$ cat config.mk
export PLATFORM = sky130hd
export DESIGN_NAME = seq_scan_ctrl_flat
export DESIGN_NICKNAME = d
export VERILOG_FILES = /design/src/rtl/seq_scan_pkg.sv /design/src/rtl/seq_scan_ctrl_if.sv /design/src/rtl/seq_scan_ctrl_run_len_detector.sv /design/src/rtl/seq_scan_ctrl.sv /design/src/flat_wrapper.sv
export SDC_FILE = /design/constraint.sdc
export NUM_CORES = 1
export LEC_CHECK = 0
export CELL_PAD_IN_SITES_DETAIL_PLACEMENT = 1
export CELL_PAD_IN_SITES_GLOBAL_PLACEMENT = 2
export CORE_UTILIZATION = 32
export CTS_CLUSTER_DIAMETER = 120
export DETAILED_ROUTE_END_ITERATION = 16
export PLACE_DENSITY = 0.8
export SLEW_MARGIN = 20
export SYNTH_ARGS = -nofsm -noshare
export SYNTH_HDL_FRONTEND = slang
export SYNTH_SLANG_ARGS = --single-unit
$ cat constraint.sdc
create_clock -name clk -period 2.1 [get_ports clk]
set_input_delay 0.42 -clock clk [delete_from_list [all_inputs] [get_ports clk]]
set_output_delay 0.42 -clock clk [all_outputs]
set_load 0.1 [all_outputs]
$ cat src/rtl/seq_scan_pkg.sv
// seq_scan_pkg: shared FSM state type and default sizing for the sequence scan controller
// Contents: state_t (IDLE/SHIFT/DONE, encoding 3 unused), DEF_WIDTH, DEF_RUN_LEN
package seq_scan_pkg;

    localparam int DEF_WIDTH   = 8;
    localparam int DEF_RUN_LEN = 4;

    typedef enum logic [1:0] {
        ST_IDLE  = 2'd0,
        ST_SHIFT = 2'd1,
        ST_DONE  = 2'd2
    } state_t;

endpackage

$ cat src/rtl/seq_scan_ctrl_if.sv
// seq_scan_ctrl_if: word-in and result-out valid/ready bundle for seq_scan_ctrl
// Signals: in_valid/in_ready/in_data (word producer), out_valid/out_ready/hit_count/
// first_hit_idx/hit_any (result consumer). master = producer/consumer side, slave = controller.
interface seq_scan_ctrl_if #(
    parameter int WIDTH = seq_scan_pkg::DEF_WIDTH
);
    localparam int CNT_W = $clog2(WIDTH + 1);
    localparam int IDX_W = $clog2(WIDTH);

    logic             in_valid;
    logic             in_ready;
    logic [WIDTH-1:0] in_data;
    logic             out_valid;
    logic             out_ready;
    logic [CNT_W-1:0] hit_count;
    logic [IDX_W-1:0] first_hit_idx;
    logic             hit_any;

    modport master (
        output in_valid, in_data, out_ready,
        input  in_ready, out_valid, hit_count, first_hit_idx, hit_any
    );

    modport slave (
        input  in_valid, in_data, out_ready,
        output in_ready, out_valid, hit_count, first_hit_idx, hit_any
    );

endinterface

$ cat src/rtl/seq_scan_ctrl_run_len_detector.sv
// run_len_detector: flags each bit that completes a run of RUN_LEN or more identical bits
// Ports: clk, rst (async, active-high), i_clr (sync history wipe), i_en (bit strobe),
// i_bit (scanned bit), o_hit (combinational hit for the bit presented this cycle)
module run_len_detector #(
    parameter int RUN_LEN = seq_scan_pkg::DEF_RUN_LEN
) (
    input  logic clk,
    input  logic rst,
    input  logic i_clr,
    input  logic i_en,
    input  logic i_bit,
    output logic o_hit
);
    localparam int RUN_W = $clog2(RUN_LEN + 1);

    logic             r_last;
    logic             r_has_hist;
    logic [RUN_W-1:0] r_run;
    logic [RUN_W-1:0] w_run;

    // Run restarts on a change or with no history; otherwise it saturates at RUN_LEN.
    assign w_run = (!r_has_hist || i_bit != r_last) ? RUN_W'(1) :
                   (r_run == RUN_W'(RUN_LEN)) ? r_run : r_run + RUN_W'(1);
    assign o_hit = i_en && (w_run >= RUN_W'(RUN_LEN));

    always_ff @(posedge clk or posedge rst) begin
        if (rst) begin
            r_last     <= 1'b0;
            r_has_hist <= 1'b0;
            r_run      <= '0;
        end else if (i_clr) begin
            r_last     <= 1'b0;
            r_has_hist <= 1'b0;
            r_run      <= '0;
        end else if (i_en) begin
            r_last     <= i_bit;
            r_has_hist <= 1'b1;
            r_run      <= w_run;
        end
    end

endmodule

$ cat src/rtl/seq_scan_ctrl.sv
// seq_scan_ctrl: accepts a word, scans it LSB-first through a run-length detector, reports hits
// Ports: clk, rst (async, active-high), i_clear (sync abort), bus (seq_scan_ctrl_if.slave:
// word in / result out handshakes), o_busy (high while shifting).
// Build option: SEQ_SCAN_CARRY_EN keeps detector history across words; default scans each word alone.
module seq_scan_ctrl
    import seq_scan_pkg::*;
#(
    parameter int WIDTH   = DEF_WIDTH,
    parameter int RUN_LEN = DEF_RUN_LEN
) (
    input  logic           clk,
    input  logic           rst,
    input  logic           i_clear,
    seq_scan_ctrl_if.slave bus,
    output logic           o_busy
);
    localparam int CNT_W = $clog2(WIDTH + 1);
    localparam int IDX_W = $clog2(WIDTH);

    state_t           r_state;
    state_t           w_next;
    logic [WIDTH-1:0] r_shift;
    logic [IDX_W-1:0] r_bit_idx;
    logic [IDX_W-1:0] r_first_idx;
    logic [CNT_W-1:0] r_hit_count;
    logic             r_hit_any;
    logic             w_accept;
    logic             w_shift_en;
    logic             w_last_bit;
    logic             w_det_clr;
    logic             w_hit;

    assign w_accept   = (r_state == ST_IDLE) && bus.in_valid && !i_clear;
    assign w_shift_en = (r_state == ST_SHIFT) && !i_clear;
    assign w_last_bit = r_bit_idx == IDX_W'(WIDTH - 1);

`ifdef SEQ_SCAN_CARRY_EN
    assign w_det_clr = i_clear;
`else
    assign w_det_clr = i_clear || w_accept;
`endif

    run_len_detector #(.RUN_LEN(RUN_LEN)) u_det (
        .clk   (clk),
        .rst   (rst),
        .i_clr (w_det_clr),
        .i_en  (w_shift_en),
        .i_bit (r_shift[0]),
        .o_hit (w_hit)
    );

    always_ff @(posedge clk or posedge rst) begin
        if (rst) r_state <= ST_IDLE;
        else     r_state <= w_next;
    end

    always_comb begin
        w_next        = ST_IDLE;
        bus.in_ready  = 1'b0;
        bus.out_valid = 1'b0;
        o_busy        = 1'b0;
        case (r_state)
            ST_IDLE: begin
                w_next       = bus.in_valid ? ST_SHIFT : ST_IDLE;
                bus.in_ready = !i_clear;
            end
            ST_SHIFT: begin
                w_next = w_last_bit ? ST_DONE : ST_SHIFT;
                o_busy = 1'b1;
            end
            ST_DONE: begin
                w_next        = bus.out_ready ? ST_IDLE : ST_DONE;
                bus.out_valid = 1'b1;
            end
            default: w_next = ST_IDLE;
        endcase
        if (i_clear) w_next = ST_IDLE;
    end

    always_ff @(posedge clk or posedge rst) begin
        if (rst) begin
            r_shift     <= '0;
            r_bit_idx   <= '0;
            r_hit_count <= '0;
            r_first_idx <= '0;
            r_hit_any   <= 1'b0;
        end else if (i_clear) begin
            r_bit_idx   <= '0;
            r_hit_count <= '0;
            r_first_idx <= '0;
            r_hit_any   <= 1'b0;
        end else if (w_accept) begin
            r_shift     <= bus.in_data;
            r_bit_idx   <= '0;
            r_hit_count <= '0;
            r_first_idx <= '0;
            r_hit_any   <= 1'b0;
        end else if (w_shift_en) begin
            r_shift   <= r_shift >> 1;
            r_bit_idx <= r_bit_idx + IDX_W'(1);
            if (w_hit) begin
                r_hit_count <= r_hit_count + CNT_W'(1);
                if (!r_hit_any) begin
                    r_first_idx <= r_bit_idx;
                    r_hit_any   <= 1'b1;
                end
            end
        end
    end

    assign bus.hit_count     = r_hit_count;
    assign bus.first_hit_idx = r_first_idx;
    assign bus.hit_any       = r_hit_any;

endmodule

$ cat src/flat_wrapper.sv
// flat-port wrapper written by rule: the top's interface ports become plain ports
module seq_scan_ctrl_flat import seq_scan_pkg::*;
#(
    parameter int WIDTH   = DEF_WIDTH,
    parameter int RUN_LEN = DEF_RUN_LEN
)
  (clk, rst, i_clear, o_busy, bus_in_valid, bus_in_data, bus_out_ready, bus_in_ready, bus_out_valid, bus_hit_count, bus_first_hit_idx, bus_hit_any);
  seq_scan_ctrl_if #(.WIDTH(WIDTH)) bus_i ();
  input  logic clk;
  input  logic rst;
  input  logic i_clear;
  output logic o_busy;
  input wire logic [$bits(bus_i.in_valid)-1:0] bus_in_valid;
  input wire logic [$bits(bus_i.in_data)-1:0] bus_in_data;
  input wire logic [$bits(bus_i.out_ready)-1:0] bus_out_ready;
  output wire logic [$bits(bus_i.in_ready)-1:0] bus_in_ready;
  output wire logic [$bits(bus_i.out_valid)-1:0] bus_out_valid;
  output wire logic [$bits(bus_i.hit_count)-1:0] bus_hit_count;
  output wire logic [$bits(bus_i.first_hit_idx)-1:0] bus_first_hit_idx;
  output wire logic [$bits(bus_i.hit_any)-1:0] bus_hit_any;
  assign bus_i.in_valid = bus_in_valid;
  assign bus_i.in_data = bus_in_data;
  assign bus_i.out_ready = bus_out_ready;
  assign bus_in_ready = bus_i.in_ready;
  assign bus_out_valid = bus_i.out_valid;
  assign bus_hit_count = bus_i.hit_count;
  assign bus_first_hit_idx = bus_i.first_hit_idx;
  assign bus_hit_any = bus_i.hit_any;
  seq_scan_ctrl #(.WIDTH(WIDTH), .RUN_LEN(RUN_LEN)) u_core (.clk(clk), .rst(rst), .i_clear(i_clear), .bus(bus_i), .o_busy(o_busy));
endmodule
==> flow_summary.ini, run 1 <==
[layout]
final_util = 0.4407
final_common_cell = dfrtp_1
area_growth_pct = 29.99
stdcell_count = 196
final_cell_mix = 26 x dfrtp_1, 13 x nand2_1, 13 x buf_4
nNetsFinal = 168
antenna_cells = 0
drive_above_1_share = 0.1689

[worst_setup_path]
required_ns = 1.68
arrival_ns = 1.46
critPathKind = reg2out
cp-end-kind = primary output
startpoint_type = flop
cp_slowest_cell = dfrtp_1
worst-path-buf-inv = 2
worstPathCellList = nand2b_1, inv_1, buf_12
critPathMaxStageDelay_ns = 0.44
critPathTopFamily = buffers and inverters
crit_fanout = 7

[sta]
finalCritPeriodShare = 0.8947
min_period_ns = 1.879
drv_slew = 0
slew_headroom = 0.7341
tightest_slew_ns = 0.3973
rsz0062_at_grt = no
finClkSkew_ns = 0.003708
setup_violations = 0
fmax_mhz = 532.3
tns_ns = 0
hold_viol_final = 0

[synth]
syn_inst = 120
syn_nets = 138
yosys_warnings = 0
ys_seq_area_frac = 0.5164
mappedNetlistArea_sq_um = 1260
synthArstFlopShare = 1.000
synth_edf_count = 0
synthDistinctLibCells = 28
avgSynthCellArea_sq_um = 10.50
synth_seq_cells = 26
synth_top_flop_cell = dfrtp_1

[global_route]
antenna_found_initial = 0
track_usage = 0.1562
grt_max_degree = 27
grt_pass1_vias = 1075
grt-ovfl-total = 0
grt_pass1_wl_mm = 5.064

[floorplan]
num_rows = 22
initial_core_util = 0.3391
io_pins = 24
core_area_sq_um = 3716
fp.dieW_um = 64.75
die-area_sq_um = 4193
die_h_um = 64.75

[run]
drv_cap = 0

[clocking]
cts_buffers = 3
cts-root-buf = clkbuf_8
cts_tree = yes
cts_hold_buf = 0
post-cts-setup-buffers = 0
cts.path.max_buffers = 2
h-tree-depth = 1
cts_sinks = 26
path_clk_slew_ns = 0.09
clk_latency_ns = 0.27
cts_resized = 0

[detailed_routing]
drc = 0
route.antenna.remaining_nets = 0
wl_per_cell_um = 14.40
viasPerCell = 5.133
vias = 1006
drt-pass1-iter-count = 3
drtIter0Drc = 121
wl_mm = 2.823

[placement]
dp.cells = 193
portBuffers = 23
dp_hpwl_mm = 2.129
gp_congestion = 0.7438

[power_and_ir_drop]
p_leak_nw = 0.7772
peakVddDrop_mv = 0.2767
p_per_area_nw_per_um2 = 661.9

[hold_path]
hp-class = reg2reg

[run_status]
status = completed
metrics by stage:
stage	power, W	area (sq um)	worst slack (ns)	hold WS (ns)
finish	0.001084	1638	0.2212	0.4873
global route	0.001155	1638	0.1384	0.5092
CTS	0.001103	1638	0.2150	0.4910
detailed placement	0.0008177	1597	0.1551	0.4705
global placement	0.0008121	1597	0.1999	0.4594
floorplan	0.0007327	1274	0.03906	0.4489
Yosys cell counts, types with 2 or more instances:
cell	count	area, sq um
dfrtp_1	26	650.6
buf_2	3	15.01
nand2_1	13	48.80
inv_1	5	18.77
nand2b_1	2	12.51
a21o_1	9	67.56
a21oi_1	7	35.03
nor3_1	2	10.01
or3_1	2	12.51
nand3b_1	2	15.01
mux2i_1	2	20.02
a22o_1	7	61.31
nor2_1	6	22.52
o21ai_0	12	60.06
ha_1	5	62.56
nand3_1	5	25.02
worst reg2reg max path, stage by stage (launching register included):
cell and delay [ns]:
dfrtp_1 0.41, inv_1 0.08, ha_1 0.18, nand3b_1 0.17, o2111ai_4 0.20, or4_1 0.54, a21oi_1 0.14
power breakdown:
group          leakage, nW  internal [W]  switching (W)
registers            0.348      0.000548      0.0000377
clock network       0.0216      0.000128       0.000150
logic                0.408      0.000100       0.000119
cell families (layout without fill, tap and decap cells):
logic type | Yosys count | in the layout | share of synthesized area
compound gates | 43 | 43 | 0.2463
flops | 26 | 26 | 0.5164
mux | 2 | 2 | 0.01589
simple gates | 35 | 35 | 0.1321
fa+ha+maj | 5 | 5 | 0.04965
buf+inv | 8 | 36 | 0.02681
xor+xnor | 1 | 1 | 0.01291
final timing paths:
kind / startpoint / end / slack, ns / cells after the start
setup / recovery: u_core.r_state[1] / o_busy / 0.22 / 3
hold / removal: u_core.r_shift[1] / u_core.r_shift[1] / 0.49 / 1
setup reg to reg: u_core.u_det.r_run[0] / u_core.bus.hit_count[3] / 0.30 / 6
hold reg to reg: u_core.r_shift[1] / u_core.r_shift[1] / 0.49 / 1
max in group asynchronous: rst / u_core.r_shift[1] / 1.32 / 3
min in group asynchronous: rst / u_core.u_det.r_run[0] / 0.53 / 3
area by class of cell:
type	count	area, sq um
Tap cell	48	60.06
Inverter	5	18.77
Timing Repair Buffer	28	277.8
Sequential cell	26	650.6
Multi-Input combinational cell	86	589.3
Fill cell	439	2078
Clock buffer	3	41.29
sequential cells by signal, summed over array words and instances (netlist names):
signal / count
u_core.bus.first_hit_idx: 3
u_core.u_det.r_run: 3
u_core.r_shift: 8
u_core.r_bit_idx: 3
u_core.r_state: 2
u_core.bus.hit_any: 1
u_core.u_det.r_has_hist: 1
u_core.u_det.r_last: 1
u_core.bus.hit_count: 4
per-layer routing:
layer | global-route usage | wire length [um] | vias up
met5 | 0 | 0 | -
met4 | 0.04167 | 12 | 0
met3 | 0.02289 | 66 | 2
met2 | 0.2708 | 1412 | 16
met1 | 0.2007 | 1331 | 497
li1 | - | - | 491
(Power assumes the default switching activity.)
==> run 2: changes to the inputs <==
--- a/config.mk
+++ b/config.mk
@@ -10,7 +10,7 @@
 export CORE_UTILIZATION = 32
 export CTS_CLUSTER_DIAMETER = 120
 export DETAILED_ROUTE_END_ITERATION = 16
-export PLACE_DENSITY = 0.8
+export PLACE_DENSITY_LB_ADDON = 0.1
 export SLEW_MARGIN = 20
 export SYNTH_ARGS = -nofsm -noshare
 export SYNTH_HDL_FRONTEND = slang
==> flow_summary.ini, run 2 (synthesis results as in run 1) <==
[run_status]
status = completed

[worst_setup_path]
crit_fanout = 7
arrival_ns = 1.49
rr_worst_depth = 6
r2r_slack_ns = 0.28
cp-end-kind = primary output
critical_path.endpoint = o_busy
r2r_end = u_core.bus.hit_count[3]
worstReg2RegStart = u_core.u_det.r_run[0]
required_ns = 1.68
startpoint = u_core.r_state[1]
critPathKind = reg2out
startpoint_type = flop

[layout]
seq_area_sq_um = 650.6
multi_input_area_sq_um = 589.3
drive_above_1_share = 0.1908
regMostFlops = u_core.r_shift
antenna_cells = 0
nFillCells = 446
final_cell_mix = 26 x dfrtp_1, 16 x buf_4, 13 x nand2_1
fin_area_sq_um = 1690
area_growth_pct = 34.16
largest_reg_flops = 8
final_common_cell = dfrtp_1
nNetsFinal = 171
stdcell_count = 200

[clocking]
cts_hold_buf = 0
cts_tree = yes
post-cts-setup-buffers = 0
path_clk_slew_ns = 0.09
cts-root-buf = clkbuf_8
cts_resized = 0
h-tree-depth = 1
clk_latency_ns = 0.28
cts_buffers = 3
cts.path.max_buffers = 2
cts_sinks = 26

[sta]
tightest_slew_ns = 0.3871
finalCritPeriodShare = 0.9103
drv_slew = 0
finClkSkew_ns = 0.002955
fmax_mhz = 523.1
setup_violations = 0
setup_ws_ns = 0.1884
min_period_ns = 1.912
slew_headroom = 0.7419
hold_viol_final = 0
tns_ns = 0
rsz0062_at_grt = no

[power_and_ir_drop]
p_seq_frac = 0.474
sw_frac_of_total = 0.2650
power.switching_w = 0.0003281
peakVddDrop_mv = 0.2750
pwr-share-comb = 0.184
p_clk_frac = 0.343
p_int_w = 0.0009101
p_per_area_nw_per_um2 = 732.5
p_leak_nw = 0.8055
power_w = 0.001238

[floorplan]
fp.dieW_um = 64.75
core_area_sq_um = 3716
io_pins = 24
die-area_sq_um = 4193
num_rows = 22
initial_core_util = 0.3391
die_h_um = 64.75

[global_route]
grt-ovfl-total = 0
grt_max_degree = 27
antenna_found_initial = 0
track_usage = 0.1632
grt_pass1_vias = 1059
grt_pass1_wl_mm = 5.209

[hold_path]
hp-class = reg2reg

[placement]
gp_congestion = 0.7653
dp_hpwl_mm = 2.218
place_ws_ns = 0.1676
dpl_cell_area_sq_um = 1619
portBuffers = 23
dp.cells = 196

[detailed_routing]
route.antenna.remaining_nets = 0
viasPerCell = 5.150
drc = 0
wl_mm = 2.986
wl_per_cell_um = 14.93
drtIter0Drc = 35
vias = 1030
drt-pass1-iter-count = 4

[run]
drv_cap = 0
-- run 2: cell count changes in the layout (fill, tap and decap cells not counted) --
cell       change
buf_4          +3
bufinv_16      +1
-- run 2: layout make-up --
| type | instances | share of cell area |
|---|---|---|
| clock buffers | 3 | 0.02443 |
| repair buffers | 31 | 0.1776 |
| clock inverters | 1 | 0.01776 |
| flip-flops and latches | 26 | 0.3849 |
| well taps | 48 | 0.03553 |
| multi-input cells | 86 | 0.3486 |
| inverters | 5 | 0.01110 |
-- run 2: power by group through the flow --
stage          Sequential, W  Combinational, W  Clock (W)
3_5_place_dp        0.000597          0.000231          0
5_1_grt             0.000595          0.000250   0.000460
6_report            0.000587          0.000227   0.000424
2_1_floorplan       0.000587          0.000146          0
4_1_cts             0.000587          0.000232   0.000442
3_3_place_gp        0.000595          0.000224          0
-- run 2: worst min path at each step --
stage / cells after the start / slack (ns) / end / start
final: 1 / 0.48 / u_core.r_shift[1] / u_core.r_shift[1]
after global routing: 1 / 0.51 / u_core.r_shift[4] / u_core.r_shift[4]
after CTS: 1 / 0.49 / u_core.r_shift[1] / u_core.r_shift[1]
after detailed placement: 1 / 0.47 / u_core.r_shift[1] / u_core.r_shift[1]
after global placement: 1 / 0.46 / u_core.r_shift[2] / u_core.r_shift[2]
after floorplan: 1 / 0.45 / u_core.r_shift[6] / u_core.r_shift[6]
-- run 2: routing by layer --
layer	vias up	GRT usage	wire, um	share of wire
met1	513	0.2182	1452	0.49
met3	4	0.01937	86	0.029
met5	-	0	0	0
li1	497	-	-	-
met4	0	0.06667	37	0.012
met2	16	0.2656	1409	0.47
-- run 2: per-stage QoR --
step | hold slack, ns | util
6_report | 0.4845 | 0.4549
5_1_grt | 0.5140 | 0.4549
4_1_cts | 0.4923 | 0.4549
3_5_place_dp | 0.4694 | 0.4357
3_3_place_gp | 0.4612 | 0.4357
2_1_floorplan | 0.4489 | -
-- run 2: worst max-delay path, cell delays in order, from the launching register on --
cell	delay, ns
dfrtp_1	0.45
nand2b_1	0.28
inv_1	0.26
buf_12	0.21
==> run 3: changes to the inputs <==
--- a/config.mk
+++ b/config.mk
@@ -5,6 +5,7 @@
 export SDC_FILE = /design/constraint.sdc
 export NUM_CORES = 1
 export LEC_CHECK = 0
+export CAP_MARGIN = 25
 export CELL_PAD_IN_SITES_DETAIL_PLACEMENT = 1
 export CELL_PAD_IN_SITES_GLOBAL_PLACEMENT = 2
 export CORE_UTILIZATION = 32
==> constraint.sdc (replaced) <==
create_clock -name clk -period 2 [get_ports clk]
set_input_delay 0.4 -clock clk [delete_from_list [all_inputs] [get_ports clk]]
set_output_delay 0.4 -clock clk [all_outputs]
set_load 0.1 [all_outputs]
==> flow_summary.ini, run 3 (synthesis results as in run 1) <==
[run_status]
status = completed

[detailed_routing]
drt-pass1-iter-count = 4
route.antenna.remaining_nets = 0
wl_per_cell_um = 14.23
viasPerCell = 5.117
drc = 0
wl_mm = 2.804
drtIter0Drc = 42
vias = 1008

[floorplan]
io_pins = 24
fp.dieW_um = 64.75
die-area_sq_um = 4193
num_rows = 22
initial_core_util = 0.3391
core_area_sq_um = 3716
die_h_um = 64.75

[layout]
drive_above_1_share = 0.2013
final_cell_mix = 26 x dfrtp_1, 13 x nand2_1, 12 x o21ai_0, 12 x clkdlybuf4s50_1, 11 x buf_4
area_growth_pct = 35.25
regMostFlops = u_core.r_shift
largest_reg_flops = 8
final_util = 0.4586
nNetsFinal = 168
final_common_cell = dfrtp_1
antenna_cells = 0
nFillCells = 421

[worst_setup_path]
worstReg2RegStart = u_core.u_det.r_run[0]
r2r_slack_ns = 0.13
cp-end-kind = flop
arrival_ns = 2.07
worstPathCellList = inv_1, ha_1, nand3b_1, o2111ai_4, or4_1, a21oi_1
worst-path-stages = 6
startpoint = u_core.u_det.r_run[0]
startpoint_type = flop
r2r_end = u_core.bus.hit_count[3]
critPathMaxStageDelay_ns = 0.54
critical_path.endpoint = u_core.bus.hit_count[3]
rr_worst_depth = 6
required_ns = 2.20
critPathKind = reg2reg
cp_slowest_cell = or4_1
worst-path-buf-inv = 1
critPathTopFamily = simple AND/OR/NAND/NOR gates
crit_fanout = 8

[global_route]
track_usage = 0.1545
grt_max_degree = 27
grt-ovfl-total = 0
grt_pass1_wl_mm = 5.009
antenna_found_initial = 0
grt_pass1_vias = 1068

[clocking]
cts.path.max_buffers = 2
post-cts-setup-buffers = 0
cts_sinks = 26
cts-root-buf = clkbuf_8
cts_buffers = 3
h-tree-depth = 1
cts_tree = yes
path_clk_slew_ns = 0.09
clk_latency_ns = 0.27

[power_and_ir_drop]
p_per_area_nw_per_um2 = 761.0
peakVddDrop_mv = 0.3283
p_leak_nw = 0.7919

[sta]
rsz0062_at_grt = no
finalCritPeriodShare = 0.9333
tightest_slew_ns = 0.3904
drv_slew = 0
tns_ns = 0
min_period_ns = 1.867
setup_violations = 0
finClkSkew_ns = 0.001187
hold_viol_final = 0
slew_headroom = 0.7398
fmax_mhz = 535.7

[hold_path]
hp-class = in2async

[run]
drv_cap = 0

[placement]
portBuffers = 23
dp_hpwl_mm = 2.101
gp_congestion = 0.6969
==> run 3: report_power, final <==
| part | switching [W] | total [W] | internal [W] |
|---|---|---|---|
| Clock | 0.000175 | 0.000443 | 0.000268 |
| Combinational | 0.000125 | 0.000237 | 0.000112 |
| Sequential | 0.0000408 | 0.000617 | 0.000576 |
| Total | 0.000341 | 0.00130 | 0.000956 |
==> run 3: how the worst min path moves through the flow <==
stage / slack [ns] / depth (start not counted) / endpoint / from
after floorplan: 0.44 / 1 / u_core.bus.first_hit_idx[0] / rst
after CTS: 0.49 / 3 / u_core.u_det.r_run[1] / rst
after detailed placement: 0.48 / 1 / u_core.r_shift[2] / u_core.r_shift[2]
after global placement: 0.46 / 1 / u_core.r_shift[3] / u_core.r_shift[3]
after global routing: 0.51 / 1 / u_core.r_shift[3] / u_core.r_shift[3]
final: 0.47 / 3 / u_core.u_det.r_run[1] / rst
==> run 3: layer usage <==
layer,up-vias,routed length [um],track usage
met5,-,0,0
li1,492,-,-
met2,16,1341,0.2656
met4,0,44,0.05833
met3,4,77,0.01761
met1,496,1341,0.1965
==> run 3: worst register-to-register path: cells and delay by family (launching register included) <==
kind | cells | cell delay (ns)
adders and majority gates | 1 | 0.20
AOI/OAI and AO/OA | 2 | 0.36
buffers and inverters | 1 | 0.09
and+or+nand+nor | 2 | 0.73
DFF | 1 | 0.41
==> run 3: what timing repair did <==
item	4_1_cts	5_1_grt
gates resized for setup	0	1
endpoints found under the setup margin	0	1
hold buffers	0	0
==> run 3: through the flow <==
step	power [W]	cells	hold WS (ns)	setup WS (ns)	area, sq um
after floorplan	0.0007777	120	0.4400	0.0007843	1299
after global placement	0.0008606	193	0.4631	0.1520	1630
after detailed placement	0.0008684	193	0.4761	0.1168	1630
after CTS	0.001312	197	0.4893	0.04377	1702
after global routing	0.001357	197	0.5144	0.007093	1704
final	0.001297	197	0.4718	0.1334	1704
==> run 3: area by class of cell <==
type | count | area, sq um | area share
clock buffer | 3 | 41.29 | 0.02423
sequential | 26 | 650.6 | 0.3818
multi-input combinational | 86 | 596.8 | 0.3502
inverter | 5 | 22.52 | 0.01322
clock inverter | 1 | 30.03 | 0.01762
tap | 48 | 60.06 | 0.03524
timing repair buffer | 28 | 302.8 | 0.1777
